`src/rtl/imem_loader.sv`:
```
// imem_loader: fills the instruction memory from a framed byte stream.
// A frame is SYNC_BYTE, LEN_LO, LEN_HI, then LEN words of four bytes each,
// least-significant byte first. The CPU is held in reset while a frame loads.
//
// Ports:
//   clk, reset          clock and synchronous active-high reset
//   in_valid, in_data   byte stream in (accepted when in_valid && in_ready)
//   in_ready            loader can take a byte (low only during a write cycle)
//   wr_en               imem write strobe, one cycle per assembled word
//   wr_addr, wr_data    imem word address / data, held between writes
//   cpu_hold            hold the CPU in reset while loading or after an error
//   done, error         status of the most recent frame (levels)
module imem_loader #(
    parameter int unsigned ADDR_WIDTH = 8,
    parameter logic [7:0]  SYNC_BYTE  = 8'hA5,
    parameter int unsigned TIMEOUT    = 1024,
    parameter bit          BOOT_HOLD  = 1'b1
) (
    input  logic                  clk,
    input  logic                  reset,
    input  logic                  in_valid,
    input  logic [7:0]            in_data,
    output logic                  in_ready,
    output logic                  wr_en,
    output logic [ADDR_WIDTH-1:0] wr_addr,
    output logic [31:0]           wr_data,
    output logic                  cpu_hold,
    output logic                  done,
    output logic                  error
);

    localparam int unsigned CNT_W = ADDR_WIDTH + 1;
    localparam int unsigned TMO_W = 16;
    localparam logic [TMO_W-1:0] TMO_LAST  = TMO_W'(TIMEOUT - 1);
    localparam logic [16:0]      MAX_WORDS = 17'(1) << ADDR_WIDTH;

    typedef enum logic [2:0] {
        IDLE   = 3'd0,
        LEN_LO = 3'd1,
        LEN_HI = 3'd2,
        DATA   = 3'd3,
        WRITE  = 3'd4,
        DONE   = 3'd5,
        ERROR  = 3'd6
    } state_t;

    state_t             state;
    state_t             state_d;
    logic [7:0]         len_lo;
    logic [CNT_W-1:0]   n_words;
    logic [CNT_W-1:0]   word_idx;
    logic [1:0]         byte_cnt;
    logic [23:0]        word_buf;
    logic [TMO_W-1:0]   tmo_cnt;

    logic               accept;
    logic               is_sync;
    logic               tmo_hit;
    logic               tmo_run;
    logic [15:0]        len_n;
    logic               last_word;

    logic               in_ready_d;
    logic               wr_en_d;
    logic               cpu_hold_d;
    logic               done_d;
    logic               error_d;

    assign accept    = in_valid && in_ready;
    assign is_sync   = (in_data == SYNC_BYTE);
    assign tmo_hit   = (tmo_cnt == TMO_LAST);
    assign tmo_run   = (state == LEN_LO) || (state == LEN_HI) || (state == DATA);
    assign len_n     = {in_data, len_lo};
    assign last_word = (word_idx == (n_words - CNT_W'(1)));

    // State register
    always_ff @(posedge clk) begin
        if (reset) begin
            state <= IDLE;
        end else begin
            state <= state_d;
        end
    end

    // Next-state logic; an accepted byte takes priority over a timeout
    always_comb begin
        state_d = state;
        case (state)
            IDLE, DONE, ERROR: begin
                if (accept && is_sync) begin
                    state_d = LEN_LO;
                end
            end
            LEN_LO: begin
                if (accept) begin
                    state_d = LEN_HI;
                end else if (tmo_hit) begin
                    state_d = ERROR;
                end
            end
            LEN_HI: begin
                if (accept) begin
                    if (len_n == 16'd0) begin
                        state_d = DONE;
                    end else if ({1'b0, len_n} > MAX_WORDS) begin
                        state_d = ERROR;
                    end else begin
                        state_d = DATA;
                    end
                end else if (tmo_hit) begin
                    state_d = ERROR;
                end
            end
            DATA: begin
                if (accept) begin
                    if (byte_cnt == 2'd3) begin
                        state_d = WRITE;
                    end
                end else if (tmo_hit) begin
                    state_d = ERROR;
                end
            end
            WRITE: begin
                state_d = last_word ? DONE : DATA;
            end
            default: begin
                state_d = IDLE;
            end
        endcase
    end

    // Next values of the registered outputs, decoded from the next state
    always_comb begin
        in_ready_d = (state_d != WRITE);
        wr_en_d    = (state_d == WRITE);
        done_d     = (state_d == DONE);
        error_d    = (state_d == ERROR);
        cpu_hold_d = 1'b1;
        case (state_d)
            DONE:    cpu_hold_d = 1'b0;
            IDLE:    cpu_hold_d = cpu_hold;
            default: cpu_hold_d = 1'b1;
        endcase
    end

    // Output registers and datapath
    always_ff @(posedge clk) begin
        if (reset) begin
            in_ready <= 1'b0;
            wr_en    <= 1'b0;
            wr_addr  <= '0;
            wr_data  <= '0;
            cpu_hold <= BOOT_HOLD;
            done     <= 1'b0;
            error    <= 1'b0;
            len_lo   <= '0;
            n_words  <= '0;
            word_idx <= '0;
            byte_cnt <= '0;
            word_buf <= '0;
            tmo_cnt  <= '0;
        end else begin
            in_ready <= in_ready_d;
            wr_en    <= wr_en_d;
            cpu_hold <= cpu_hold_d;
            done     <= done_d;
            error    <= error_d;

            // Idle counter only runs mid-frame; any accepted byte restarts it
            if (tmo_run && !accept) begin
                tmo_cnt <= tmo_cnt + TMO_W'(1);
            end else begin
                tmo_cnt <= '0;
            end

            case (state)
                LEN_LO: begin
                    if (accept) begin
                        len_lo <= in_data;
                    end
                end
                LEN_HI: begin
                    if (accept) begin
                        n_words <= CNT_W'(len_n);
                    end
                end
                DATA: begin
                    if (accept) begin
                        byte_cnt <= byte_cnt + 2'd1;
                        case (byte_cnt)
                            2'd0: word_buf[7:0]   <= in_data;
                            2'd1: word_buf[15:8]  <= in_data;
                            2'd2: word_buf[23:16] <= in_data;
                            default: begin
                                // Fourth byte completes the word; strobe next cycle
                                wr_data <= {in_data, word_buf};
                                wr_addr <= word_idx[ADDR_WIDTH-1:0];
                            end
                        endcase
                    end
                end
                WRITE: begin
                    word_idx <= word_idx + CNT_W'(1);
                end
                default: begin
                    if (accept && is_sync) begin
                        byte_cnt <= '0;
                        word_idx <= '0;
                    end
                end
            endcase
        end
    end

endmodule

```
`config.mk`:
```
export PLATFORM = sky130hd
export DESIGN_NAME = imem_loader
export DESIGN_NICKNAME = d
export VERILOG_FILES = /design/src/rtl/imem_loader.sv
export SDC_FILE = /design/constraint.sdc
export NUM_CORES = 1
export LEC_CHECK = 0
export ABC_AREA = 1
export CAP_MARGIN = 20
export CORE_MARGIN = 2
export CORE_UTILIZATION = 35
export DETAILED_ROUTE_END_ITERATION = 7
export GPL_ROUTABILITY_DRIVEN = 0
export PLACE_DENSITY = 0.63
export SLEW_MARGIN = 25
export SYNTH_ARGS = -nofsm -noshare
export SYNTH_HDL_FRONTEND = slang
export SYNTH_SLANG_ARGS = --single-unit
```
`constraint.sdc`:
```
create_clock -name clk -period 1.61 [get_ports clk]
set_clock_uncertainty 0.05 [all_clocks]
set_input_delay 0.483 -clock clk [delete_from_list [all_inputs] [get_ports clk]]
set_output_delay 0.483 -clock clk [all_outputs]
set_load 0.03 [all_outputs]
```
==> results.md <==
| Metric | Reported |
| --- | --- |
| Status | finished, violations left |
| Violations in the final reports | negative setup slack |
| Port Buffers | 55 |
| PD cells | 951 mW/mm^2 |
| Total Neg Setup Slack | -0.801 ns |
| Count of endpoints failing hold in the final timing report | 0 |
| Portion of synthesized cell area occupied by the leading cell type | 0.459 |
| Antenna Nets Post-Route | 0 |
| Overall global routing resource usage | 0.174 |
| Post-synthesis cell type count | 39 |
| Top cells by area, synth | sky130_fd_sc_hd__dfxtp_1 (46%), sky130_fd_sc_hd__o21ai_0 (8.4%), sky130_fd_sc_hd__a21oi_1 (8.0%) |
| Slowest cell on the critical path | sky130_fd_sc_hd__dfxtp_2 |
| Horiz. Die Dim | 124 um |
| CTS clk-pin slew, worst paths | 0.06 ns |
| Netlist area before placement | 0.00506 mm^2 |
| DRT Wirelength | 13200 um |
| Clock period minus worst slack | 1.85 ns |
| Via count | 4829 |
| Source-to-sink clock delay at the later pin of the worst-skew pair | 0.42 ns |
| Congestion Overflow GR | 0 |
| Area Growth Syn to Fin | 45.1% |
| Fin nets | 847 |
| Number of warnings reported in the yosys synthesis log | 0 |
| CP Data Required Time | 1.86 ns |
| Leakage power | 3.15 nW |
| Post-detailed-route DRC marker count | 0 |
| RSZ-0062 raised after global routing | yes |
| Iteration-0 DRC count of the detailed router | 239 |
| Post-Synthesis Net Count | 699 |
| FF+latch count, synth | 116 |
| CTS root buffer | sky130_fd_sc_hd__clkbuf_16 |
| Peak Freq | 540 MHz |
| Die area | 0.0154 mm^2 |
| Kind of start point of the critical path | flop |
| Worst max-slew margin expressed relative to the limit | 0.821 |
| Clock tree from TritonCTS | built |
| Placeable core region | 0.0140 mm^2 |
| Arrival @ worst endpoint | 2.11 ns |
| Final clock period utilization by the worst path | 1.15 |
| Wire length of the first global-routing pass | 20700 um |
| Die span in y | 124 um |
| Max Cap Violations | 0 |
| Number of buffers created by CTS | 17 |
| Most used cell along the critical path | sky130_fd_sc_hd__nand2_1 |
| Share of synthesized area occupied by flip-flops and latches | 0.459 |
| Number of sinks driven by the clock tree | 116 |
| Maximum number of pins on one net before global-route repair | 44 |
| Mapped Avg Cell Area | 7.42 um^2 |
| Worst min-delay path class | reg2reg |
| Boundary Pins | 56 |
| Placed Area | 0.00643 mm^2 |
| Largest stage delay on the critical path | 0.33 ns |
| Antenna Diode Count | 0 |
| Routed via count divided by cell count | 4.73 |
| Via count of the first global-routing pass | 4400 |
| Largest buffer count on any clock path | 2 |
| Fraction of final layout cells sized beyond drive strength 1 | 0.316 |
| Final std cell area, no fill | 0.00734 mm^2 |
| Setup WS post-layout | -0.243 ns |
| Met3 wire length | 634 um |
| Critical path fanouts, max | 3 |
| Worst Setup Path Type | reg2reg |
| Setup crit end kind | flop |
| CTS H-tree lvls | 4 |
| Std cell rows | 43 |
| Met1 wire length | 6350 um |
| DPL Wire Length | 8890 um |
| Most frequent cells in the layout | sky130_fd_sc_hd__dfxtp_1 (107), sky130_fd_sc_hd__nand2_1 (95), sky130_fd_sc_hd__buf_4 (86) |
| Critical path cell sequence | inv_2, ha_4, inv_2, nand2_2, nand2_2, nor2_2, nand2_1, nor2_2, nand3_2, o21bai_1, nand2_1, nor2_1, nand2_1, nand2_1, nand3_1 |
| DR WL/cell | 12.9 um |
| Cell accounting for the most synthesized area | sky130_fd_sc_hd__dfxtp_1 |
| Top Layer Used | met4 |
| Final Slew Violations | 0 |
| Post-layout total power | 6.97 mW |
| Transition time at the pin with the least slew margin | 0.269 ns |
| Initial Util | 0.361 |
| Maximum VDD drop | 1030 uV |
| Number of detailed-routing iterations run before antenna repair | 5 |
| Gate Count Post-Synth | 681 |
| Number of antenna violations at the first check in global routing | 0 |
| Leading cell type in the layout, fill and taps excluded | sky130_fd_sc_hd__dfxtp_1 |
| Pre-CTS worst setup slack | -0.732 ns |
| Sum of met2 wire segment lengths after detailed routing | 6050 um |
| Total of endpoints with negative setup slack in the final report | 8 |
-- path summary, 6_finish.rpt --
check / startpoint / endpoint / slack [ns] / depth (start not counted)
max reg2reg: n_words[0]$_SDFFE_PP0P_ / cpu_hold$_SDFFE_PP1P_ / -0.24 / 15
min: word_buf[5]$_SDFFE_PP0P_ / wr_data[5]$_SDFFE_PP0P_ / 0.40 / 2
min reg2reg: word_buf[5]$_SDFFE_PP0P_ / wr_data[5]$_SDFFE_PP0P_ / 0.40 / 2
max: n_words[0]$_SDFFE_PP0P_ / cpu_hold$_SDFFE_PP1P_ / -0.24 / 15
-- power by group --
group          leakage, nW  internal [mW]  total (mW)  switching (mW)
Sequential           0.939           2.87        2.88         0.00265
Combinational         1.92         0.0845       0.207           0.123
Clock                0.292           2.51        3.89            1.38
-- sequential cells by signal, indices dropped and copies added (netlist names) --
signal / count
wr_data: 32
word_buf: 24
tmo_cnt: 16
n_words: 9
word_idx: 9
len_lo: 8
wr_addr: 8
state: 3
byte_cnt: 2
cpu_hold: 1
done: 1
error: 1
in_ready: 1
wr_en: 1
-- timing repair --
| action | in CTS | in global routing |
|---|---|---|
| setup endpoints to repair | 138 | 103 |
| setup buffers | 8 | 9 |
| resized for setup | 172 | 93 |
| hold buffers | 0 | 0 |
| gates cloned | 0 | 2 |
| pin swaps | 22 | 21 |
-- through the flow --
stage               std cells  hold WS (ns)   util
floorplan                 681         0.368      -
global placement          975         0.391  0.460
detailed placement        975         0.392  0.460
CTS                      1015         0.404  0.518
global route             1022         0.423  0.525
finish                   1022         0.403  0.525
-- logic make-up after synthesis --
logic type,after synthesis,synth area share
and+or+nand+nor,273,0.248
DFF,116,0.459
xor gates and xnor gates,6,0.0104
adders and majority gates,7,0.0173
AOI/OAI and AO/OA,173,0.174
buffers and inverters,106,0.0906
-- worst max-delay path: cells and delay by family, from the launching register on --
kind | cells | cell delay [ns]
buffers and inverters | 2 | 0.08
flip-flops | 1 | 0.33
AND/OR/NAND/NOR | 11 | 0.89
adder cells (fa/ha/maj) | 1 | 0.26
AO/OA/AOI/OAI | 1 | 0.13
-- cells in the mapped netlist, drive strengths merged --
| cell type | count |
|---|---|
| a211oi | 1 |
| a21oi | 81 |
| a31oi | 2 |
| and2 | 1 |
| buf | 12 |
| clkbuf | 14 |
| clkinv | 1 |
| dfxtp | 116 |
| ha | 7 |
| inv | 79 |
| nand2 | 113 |
| nand3 | 40 |
| nand3b | 1 |
| nand4 | 4 |
| nor2 | 98 |
| nor3 | 10 |
| nor3b | 4 |
| o21a | 2 |
| o21ai | 85 |
| o21bai | 2 |
| or2 | 2 |
| xor2 | 6 |
-- metal layers --
metal	track usage	up-vias
li1	-	2524
met1	0.234	2190
met2	0.268	102
met3	0.0440	13
met4	0.0618	0
met5	0	-
-- cell type report --
type                            count  area [um^2]
Fill cell                        1347         6650
Tap cell                          180          225
Clock buffer                       20          457
Multi-Input combinational cell    459         2500
Inverter                           80          317
Sequential cell                   116         2340
Clock inverter                     12          154
Timing Repair Buffer              154         1340
Timing Repair inverter              1         7.51
Note: power is estimated with default switching activity, not from simulation.
